[config.mk]
export PLATFORM = sky130hd
export DESIGN_NAME = spi_rx_controller
export DESIGN_NICKNAME = d
export VERILOG_FILES = /design/src/rtl/spi_router_pkg.sv /design/src/rtl/spi_edge_sync.sv /design/src/rtl/spi_rx_controller.sv
export SDC_FILE = /design/constraint.sdc
export NUM_CORES = 1
export LEC_CHECK = 0
export ABC_AREA = 1
export CAP_MARGIN = 0
export CORE_MARGIN = 1
export CORE_UTILIZATION = 55
export DETAILED_ROUTE_END_ITERATION = 6
export GPL_ROUTABILITY_DRIVEN = 0
export PLACE_DENSITY = 0.79
export SLEW_MARGIN = 20
export SYNTH_ARGS = -nofsm -noshare
export SYNTH_HDL_FRONTEND = slang
export SYNTH_SLANG_ARGS = --single-unit
[constraint.sdc]
create_clock -name clock -period 1.6 [get_ports clock]
set_input_delay 0.24 -clock clock [delete_from_list [all_inputs] [get_ports clock]]
set_output_delay 0.24 -clock clock [all_outputs]
set_load 0.02 [all_outputs]
[src/rtl/spi_router_pkg.sv]
// Shared definitions for the SPI receive path feeding the frame router.
package spi_router_pkg;

  localparam int DEFAULT_FRAME_SIZE = 25;

  typedef enum logic [1:0] {
    IDLE    = 2'd0,
    RECEIVE = 2'd1,
    DONE    = 2'd2
  } rxState_t;

endpackage

[src/rtl/spi_edge_sync.sv]
// Multi-flop synchronizer for one asynchronous input, with an optional
// registered rising-edge pulse taken from the synchronized level.
module spi_edge_sync #(
  parameter int STAGES      = 2,
  parameter bit EDGE_DETECT = 1'b1
) (
  input  logic clock,
  input  logic reset,
  input  logic clear,
  input  logic asyncIn,
  output logic syncOut,
  output logic risePulse
);

  logic [STAGES-1:0] chain;

  always_ff @(posedge clock or negedge reset) begin
    if (!reset) begin
      chain <= '0;
    end else if (clear) begin
      chain <= '0;
    end else begin
      chain[0] <= asyncIn;
      for (int i = 1; i < STAGES; i++) chain[i] <= chain[i-1];
    end
  end

  assign syncOut = chain[STAGES-1];

  generate
    if (EDGE_DETECT) begin : gEdge
      logic delayed;

      // The pulse is registered so that the sampled data bit has settled by the time it is used.
      always_ff @(posedge clock or negedge reset) begin
        if (!reset) begin
          delayed   <= 1'b0;
          risePulse <= 1'b0;
        end else if (clear) begin
          delayed   <= 1'b0;
          risePulse <= 1'b0;
        end else begin
          delayed   <= syncOut;
          risePulse <= syncOut & ~delayed;
        end
      end
    end else begin : gNoEdge
      assign risePulse = 1'b0;
    end
  endgenerate

endmodule

[src/rtl/spi_rx_controller.sv]
// SPI slave receiver: assembles size-bit frames (MSB first) from SCK/MOSI/CS and hands them on with valid/ready.
// Build macro SPI_RX_PARITY_EN adds a trailing even-parity bit per frame and the parityError pulse output.
//
// state   | meaning
// IDLE    | waiting for selector high; counter and shift register held at 0
// RECEIVE | shifting one MOSI bit per SCK rising edge
// DONE    | frame complete, SCK ignored until selector goes low
module spi_rx_controller
  import spi_router_pkg::*;
#(
  parameter int size        = DEFAULT_FRAME_SIZE,
  parameter int SYNC_STAGES = 2
) (
  input  logic            clock,
  input  logic            reset,
  input  logic            clear,
  input  logic            masterClock,
  input  logic            bitInMaster,
  input  logic            selector,
  input  logic            frameReady,
  output logic            frameValid,
  output logic [size-1:0] dataOut,
  output logic            overrun,
  output logic            abortPulse
`ifdef SPI_RX_PARITY_EN
  ,
  output logic            parityError
`endif
);

`ifdef SPI_RX_PARITY_EN
  localparam int FRAME_BITS = size + 1;
`else
  localparam int FRAME_BITS = size;
`endif
  localparam int CNT_W = $clog2(FRAME_BITS + 1);
  localparam logic [CNT_W-1:0] LAST_COUNT = CNT_W'(FRAME_BITS);
  localparam logic [CNT_W-1:0] DATA_COUNT = CNT_W'(size);

  rxState_t          state, nextState;
  logic [CNT_W-1:0]  bitCount;
  logic [size-1:0]   shiftReg;
  logic              sckRise, mosiSync, selSync;
  logic              unusedSckLevel, unusedMosiEdge, unusedSelEdge;
  logic              frameDone, sampleBit, abortNow, parityOk, frameGood;

  spi_edge_sync #(.STAGES(SYNC_STAGES), .EDGE_DETECT(1'b1)) uSckSync (
    .clock(clock), .reset(reset), .clear(clear), .asyncIn(masterClock),
    .syncOut(unusedSckLevel), .risePulse(sckRise)
  );

  spi_edge_sync #(.STAGES(SYNC_STAGES), .EDGE_DETECT(1'b0)) uMosiSync (
    .clock(clock), .reset(reset), .clear(clear), .asyncIn(bitInMaster),
    .syncOut(mosiSync), .risePulse(unusedMosiEdge)
  );

  spi_edge_sync #(.STAGES(SYNC_STAGES), .EDGE_DETECT(1'b0)) uSelSync (
    .clock(clock), .reset(reset), .clear(clear), .asyncIn(selector),
    .syncOut(selSync), .risePulse(unusedSelEdge)
  );

  assign frameDone = (state == RECEIVE) && (bitCount == LAST_COUNT);
  assign sampleBit = (state == RECEIVE) && sckRise && !frameDone;
  assign abortNow  = (state == RECEIVE) && !selSync && !frameDone;
  assign frameGood = frameDone && parityOk;

  always_comb begin
    nextState = state;
    case (state)
      IDLE:    if (selSync) nextState = RECEIVE;
      RECEIVE: begin
        if (frameDone)     nextState = DONE;
        else if (!selSync) nextState = IDLE;
      end
      DONE:    if (!selSync) nextState = IDLE;
      default: nextState = IDLE;
    endcase
  end

  always_ff @(posedge clock or negedge reset) begin
    if (!reset)     state <= IDLE;
    else if (clear) state <= IDLE;
    else            state <= nextState;
  end

  always_ff @(posedge clock or negedge reset) begin
    if (!reset) begin
      bitCount <= '0;
      shiftReg <= '0;
    end else if (clear || state == IDLE) begin
      bitCount <= '0;
      shiftReg <= '0;
    end else if (sampleBit) begin
      if (bitCount != DATA_COUNT) shiftReg <= {shiftReg[size-2:0], mosiSync};
      bitCount <= bitCount + CNT_W'(1);
    end
  end

`ifdef SPI_RX_PARITY_EN
  logic parityBit;

  always_ff @(posedge clock or negedge reset) begin
    if (!reset) begin
      parityBit   <= 1'b0;
      parityError <= 1'b0;
    end else if (clear) begin
      parityBit   <= 1'b0;
      parityError <= 1'b0;
    end else begin
      if (state == IDLE)                               parityBit <= 1'b0;
      else if (sampleBit && bitCount == DATA_COUNT)    parityBit <= mosiSync;
      parityError <= frameDone && !parityOk;
    end
  end

  assign parityOk = ((^shiftReg) == parityBit);
`else
  assign parityOk = 1'b1;
`endif

  // A completing frame may load in the same cycle the router takes the old one.
  always_ff @(posedge clock or negedge reset) begin
    if (!reset) begin
      frameValid <= 1'b0;
      dataOut    <= '0;
      overrun    <= 1'b0;
      abortPulse <= 1'b0;
    end else if (clear) begin
      frameValid <= 1'b0;
      dataOut    <= '0;
      overrun    <= 1'b0;
      abortPulse <= 1'b0;
    end else begin
      abortPulse <= abortNow;
      if (frameGood && (!frameValid || frameReady)) begin
        dataOut    <= shiftReg;
        frameValid <= 1'b1;
      end else begin
        if (frameGood)  overrun    <= 1'b1;
        if (frameReady) frameValid <= 1'b0;
      end
    end
  end

endmodule

# After elaboration in Yosys (flattened, before gate mapping)
# Cells that the tools add are included.
dict set report word_totals {
  ff_bits 68
  inputBits 7
  out_inout_bits 28
  elab_cells 64
}
dict set report classes {
  add_sub_neg 1
  eq_ne 6
  mux 24
  n_bitwise 2
  reduce_logical 19
}
# op n
set op_table {}
lappend op_table {{two-way mux 25 bit} 5}
lappend op_table {{two-way mux 2 bit} 7}
lappend op_table {{two-way mux 5 bit} 2}
lappend op_table {{two-way mux 1 bit} 9}
lappend op_table {{nonzero test 2 bit} 4}
lappend op_table {{logical AND 1 bit} 6}
lappend op_table {{case mux 2 bit (3 select lines)} 1}
lappend op_table {{adder 5 x 1 -> 5 bit (second input constant)} 1}
lappend op_table {{== test 5 bit (second input constant)} 1}
lappend op_table {{inequality test 5 bit (second input constant)} 1}
lappend op_table {{AND reduction 2 bit} 2}
lappend op_table {{zero test 1 bit} 3}
lappend op_table {{inequality test 3 x 2 -> 1 bit (second input constant)} 1}
lappend op_table {{nonzero test 3 bit} 1}
lappend op_table {{== test 2 x 1 -> 1 bit (second input constant)} 1}
lappend op_table {{== test 2 bit (second input constant)} 1}
lappend op_table {{zero test 2 bit} 1}
lappend op_table {{logical OR 1 bit} 2}
lappend op_table {{inequality test 2 bit (second input constant)} 1}
lappend op_table {{AND 1 bit} 1}
lappend op_table {{NOT 1 bit} 1}

# Logic depth before layout (Yosys ltp)
dict set report depth {
  word_depth 6
  mapped_depth 9
  ltp_nobuf 8
}

# By module
# From an unflattened synthesis, not the netlist that was laid out.
dict set report unflattened {
  cells_unflattened 370
  area_unflattened_um2 3153.0
}
# mod n_inst cells_per_inst area_each_um2 seq_area_each_um2
set modules_own_cells {}
lappend modules_own_cells {spi_rx_controller 1 342 2865.2 1501.4}
lappend modules_own_cells {{spi_edge_sync (uMosiSync ...)} 2 8 76.3 50.0}
lappend modules_own_cells {{spi_edge_sync (uSckSync)} 1 12 135.1 100.1}

# Worst setup path before layout
# OpenSTA, ideal clock, no wires.
dict set report synth_path {
  kind {reg-to-reg}
  start {reg bitCount[1]}
  end {reg dataOut[0]}
  setup_time_ps 117
  t_arrival_ps 1262
  t_required_ps 1483
  path_slack_ps 221
  path_stages_with_launch 9
  path_buffers 1
  synth_period_minus_slack_ps 1379
  cell_sequence {dfrtp_1 -> inv_1 -> ha_1 -> nand2_1 -> nor2_4 -> nand3_4 -> buf_2 -> nand3_1 -> nand2_1}
}
dict set report synth_via {
  elab_chain_len 4
}
# item line_no
set synth_lines {}
lappend synth_lines {{from (decl)} spi_rx_controller.sv:41} ;# logic [CNT_W-1:0] bitCount;
lappend synth_lines {{from (signal assigned)} spi_rx_controller.sv:95} ;# bitCount <= bitCount + CNT_W'(1);
lappend synth_lines {{== test 5 bit} spi_rx_controller.sv:62} ;# assign frameDone = (state == RECEIVE) && (bitCount == LAST_COUNT);
lappend synth_lines {{logical AND 1 bit} spi_rx_controller.sv:62}
lappend synth_lines {{logical AND 1 bit} spi_rx_controller.sv:135} ;# if (frameGood && (!frameValid || frameReady)) begin
lappend synth_lines {{nonzero test 2 bit (no source line)} -}
lappend synth_lines {{to (signal assigned)} spi_rx_controller.sv:136} ;# dataOut <= shiftReg;
lappend synth_lines {{to (decl)} spi_rx_controller.sv:22} ;# output logic [size-1:0] dataOut,
# Every way passes these cells.
# A chain may end at the register's enable or synchronous reset.

# Worst setup path in the final report
dict set report layout_path {
  start {reg dataOut[5]}
  end {out dataOut[5]}
}
# No word-level cell between the ends.

==> flow_summary.json <==
{
  "dieWidth_um": 76.2,
  "synth_area_per_cell_um2": 8.22,
  "r2r_cells": 8,
  "finalSetupViolCount": 0,
  "timing.rr.end": "dataOut[19]",
  "syn_nets": 377,
  "max_stage_delay_ps": 610,
  "drive_above_1_share": 0.0916,
  "slew_headroom": 0.759,
  "cts_sinks": 68,
  "synthAdderAreaFrac": 0.00827,
  "min_path_type": "flip-flop to flip-flop",
  "cp_max_fo": 2,
  "critPathKind": "flip-flop to output port",
  "dr.pass1.iters": 5,
  "synth.distinct_cells": 23,
  "ioPinCount": 35,
  "areaGrowthSynthToFinish_pct": 24.7,
  "fmax_ghz": 0.636,
  "synthTopCellsByArea": "dfrtp_1 (56%), nand2_1 (15%), nand3_1 (10%), inv_1 (5.6%), nor2_1 (4.2%)",
  "ys_ff_latch": 68,
  "arrival_ps": 1330,
  "io_buffers": 34,
  "place_hpwl_um": 3660,
  "grt_util_met3": 0.0551,
  "finalHoldViolations": 0,
  "core_area_um2": 5200,
  "drt-vias-per-instance": 5.02,
  "synth_compound_area_frac": 0.00827,
  "h-tree-depth": 3,
  "drv_cap": 0,
  "yosysSeqAreaShare": 0.562,
  "status": "finished clean",
  "ys_warn_count": 0,
  "synth_top_area_frac": 0.562,
  "busiest_layer": "met2",
  "initial_utilization": 0.581,
  "nNetsFinal": 419,
  "drv_slew": 0,
  "grt_pass1_vias": 2355,
  "path_cells": "clkdlybuf4s50_1",
  "vias": 2433,
  "dp.cells": 466,
  "synth_top_family_by_area": "simple AND/OR/NAND/NOR gates",
  "synth_mux_area_frac": 0,
  "worst-path-buf-inv": 1,
  "synth-simple-area-share": 0.324,
  "min_to": "uSckSync.risePulse",
  "r2r-start": "bitCount[1]",
  "fin_cells": 485,
  "design_power_total_mw": 3.49,
  "layout_min_cycle_time_ps": 1570,
  "globalRouteTotalUtil": 0.222,
  "yosysTopAreaCell": "dfrtp_1",
  "diodes": 0,
  "dieArea_um2": 5800,
  "use_met1": 0.275,
  "clk_pin_slew_worst_paths_ps": 70,
  "fin_skew_ps": 7.74,
  "setup.worst_path.start_class": "flip-flop",
  "die_y_um": 76.2,
  "cts_tree": "built",
  "netlist_instances": 368,
  "grt_max_degree": 69,
  "crit_required_ps": 1360,
  "worst_pin_slew_ps": 361,
  "hold-path-cell-count": 1,
  "finalCritPeriodShare": 0.982,
  "ant_nets": 0,
  "clock_path_buffers": 2,
  "synthXorXnorAreaFrac": 0.00289,
  "antenna_found_initial": 0,
  "cp_top_family": "buffers and inverters",
  "ff2ff_setup_slack_ps": 120,
  "cts-root-buf": "clkbuf_8",
  "drcViolationCount": 0,
  "routed_wirelength_um": 5730,
  "synth_area_um2": 3030,
  "max-vdd-ir-drop_mv": 0.870,
  "clkLatencyLatePin_ps": 340,
  "rows": 26,
  "grt_use_met2": 0.372,
  "grt_pass1_wl_um": 10100,
  "p_leak_nw": 2.01,
  "powerDensity_nw_per_um2": 926,
  "startpoint": "dataOut[5]",
  "endpoint_kind": "output port",
  "cts_made_buffers": 9,
  "cp_slowest_cell": "clkdlybuf4s50_1",
  "initialDrtViolationCount": 167,
  "grt_overflow": 0,
  "wl_per_cell_um": 11.8,
  "min-delay-start": "uSckSync.gEdge.delayed"
}
## cell usage after synthesis
cell type and instances:
a21oi_1 4, nor2_1 34, nor2_4 2, nand2_1 119, ha_1 2, buf_6 2, nor4_1 1, clkbuf_1 1
nand4_1 3, nand3_4 1, o21ai_0 1, dfrtp_1 68, buf_4 3, inv_2 2, nor3_1 1, xor2_1 1
nand2_2 1, buf_1 4, nand3b_1 1, inv_1 45, nand2_4 1, nand3_1 62, buf_2 9
## repair_timing
item | in CTS | in global routing
hold buffers | 1 | 0
endpoints found under the hold margin | 68 | 0
gates resized for setup | 0 | 6
setup endpoints to repair | 0 | 28
setup buffers | 0 | 2
## cells by family after synthesis
family                   Yosys count
AND/OR/NAND/NOR                  226
adder cells (fa/ha/maj)            2
XOR/XNOR                           1
AO/OA/AOI/OAI                      5
buffers and inverters             66
flip-flops                        68
## flip-flops by register name, summed over array words and instances (netlist names)
register,cells
abortPulse,1
bitCount,5
dataOut,25
frameValid,1
overrun,1
shiftReg,25
state,2
uMosiSync.chain,2
uSckSync.chain,2
uSckSync.gEdge.delayed,1
uSckSync.risePulse,1
uSelSync.chain,2
## report_power, final
part	internal, mW	total, mW	switching (mW)
clock network	1.01	1.63	0.623
registers	1.73	1.73	0.00365
logic	0.0392	0.133	0.0935
## how the worst max path moves through the flow
stage	end	slack [ps]	cells after the start
2_1_floorplan	dataOut[0]	220	8
3_3_place_gp	dataOut[23]	90	8
3_5_place_dp	dataOut[19]	50	7
4_1_cts	dataOut[6]	8	1
5_1_grt	dataOut[13]	-6	8
6_report	dataOut[5]	30	1
## cells in the final DEF, fill, tap and decap left out
cell type and count:
nand2_1 119, dfrtp_1 68, nand3_1 62, inv_1 45, nor2_1 34, clkdlybuf4s50_1 30, clkbuf_8 12, buf_4 10
a21oi_1 4, buf_12 4, nand4_1 3, dlymetal6s2s_1 3, inv_2 2, nor2_4 2, ha_1 2, bufinv_16 2
nor3_1 1, nand2_2 1, nor4_1 1, nand3_4 1, nand2_8 1, o21ai_0 1, xor2_1 1, nand3b_1 1
clkinvlp_4 1, clkbuf_1 1, dlygate4sd3_1 1, buf_2 1, buf_8 1
## final cells by class
type	count	area, µm²
Sequential cell	68	1700
Timing Repair Buffer	50	523
Tap cell	70	87.6
Clock buffer	13	169
Fill cell	415	1430
Clock inverter	3	67.6
Inverter	47	176
Multi-Input combinational cell	234	1050
## layer usage
| layer | up-vias | routed length (µm) |
|---|---|---|
| met1 | 1156 | 2700 |
| met2 | 52 | 2780 |
| met4 | 0 | 52 |
| li1 | 1220 | - |
| met5 | - | 0 |
| met3 | 5 | 196 |
## metrics by stage
stage	TNS [ps]	hold WS, ps	cell area (µm²)	utilization	setup WS (ps)
2_1_floorplan	0	-55.6	3030	-	221
3_3_place_gp	0	287	3490	0.670	85.6
3_5_place_dp	0	283	3490	0.670	53.3
4_1_cts	0	394	3730	0.717	8.40
5_1_grt	-6.51	414	3770	0.725	-6.50
6_report	0	405	3770	0.725	28.6
Note: power is estimated with default switching activity, not from simulation.
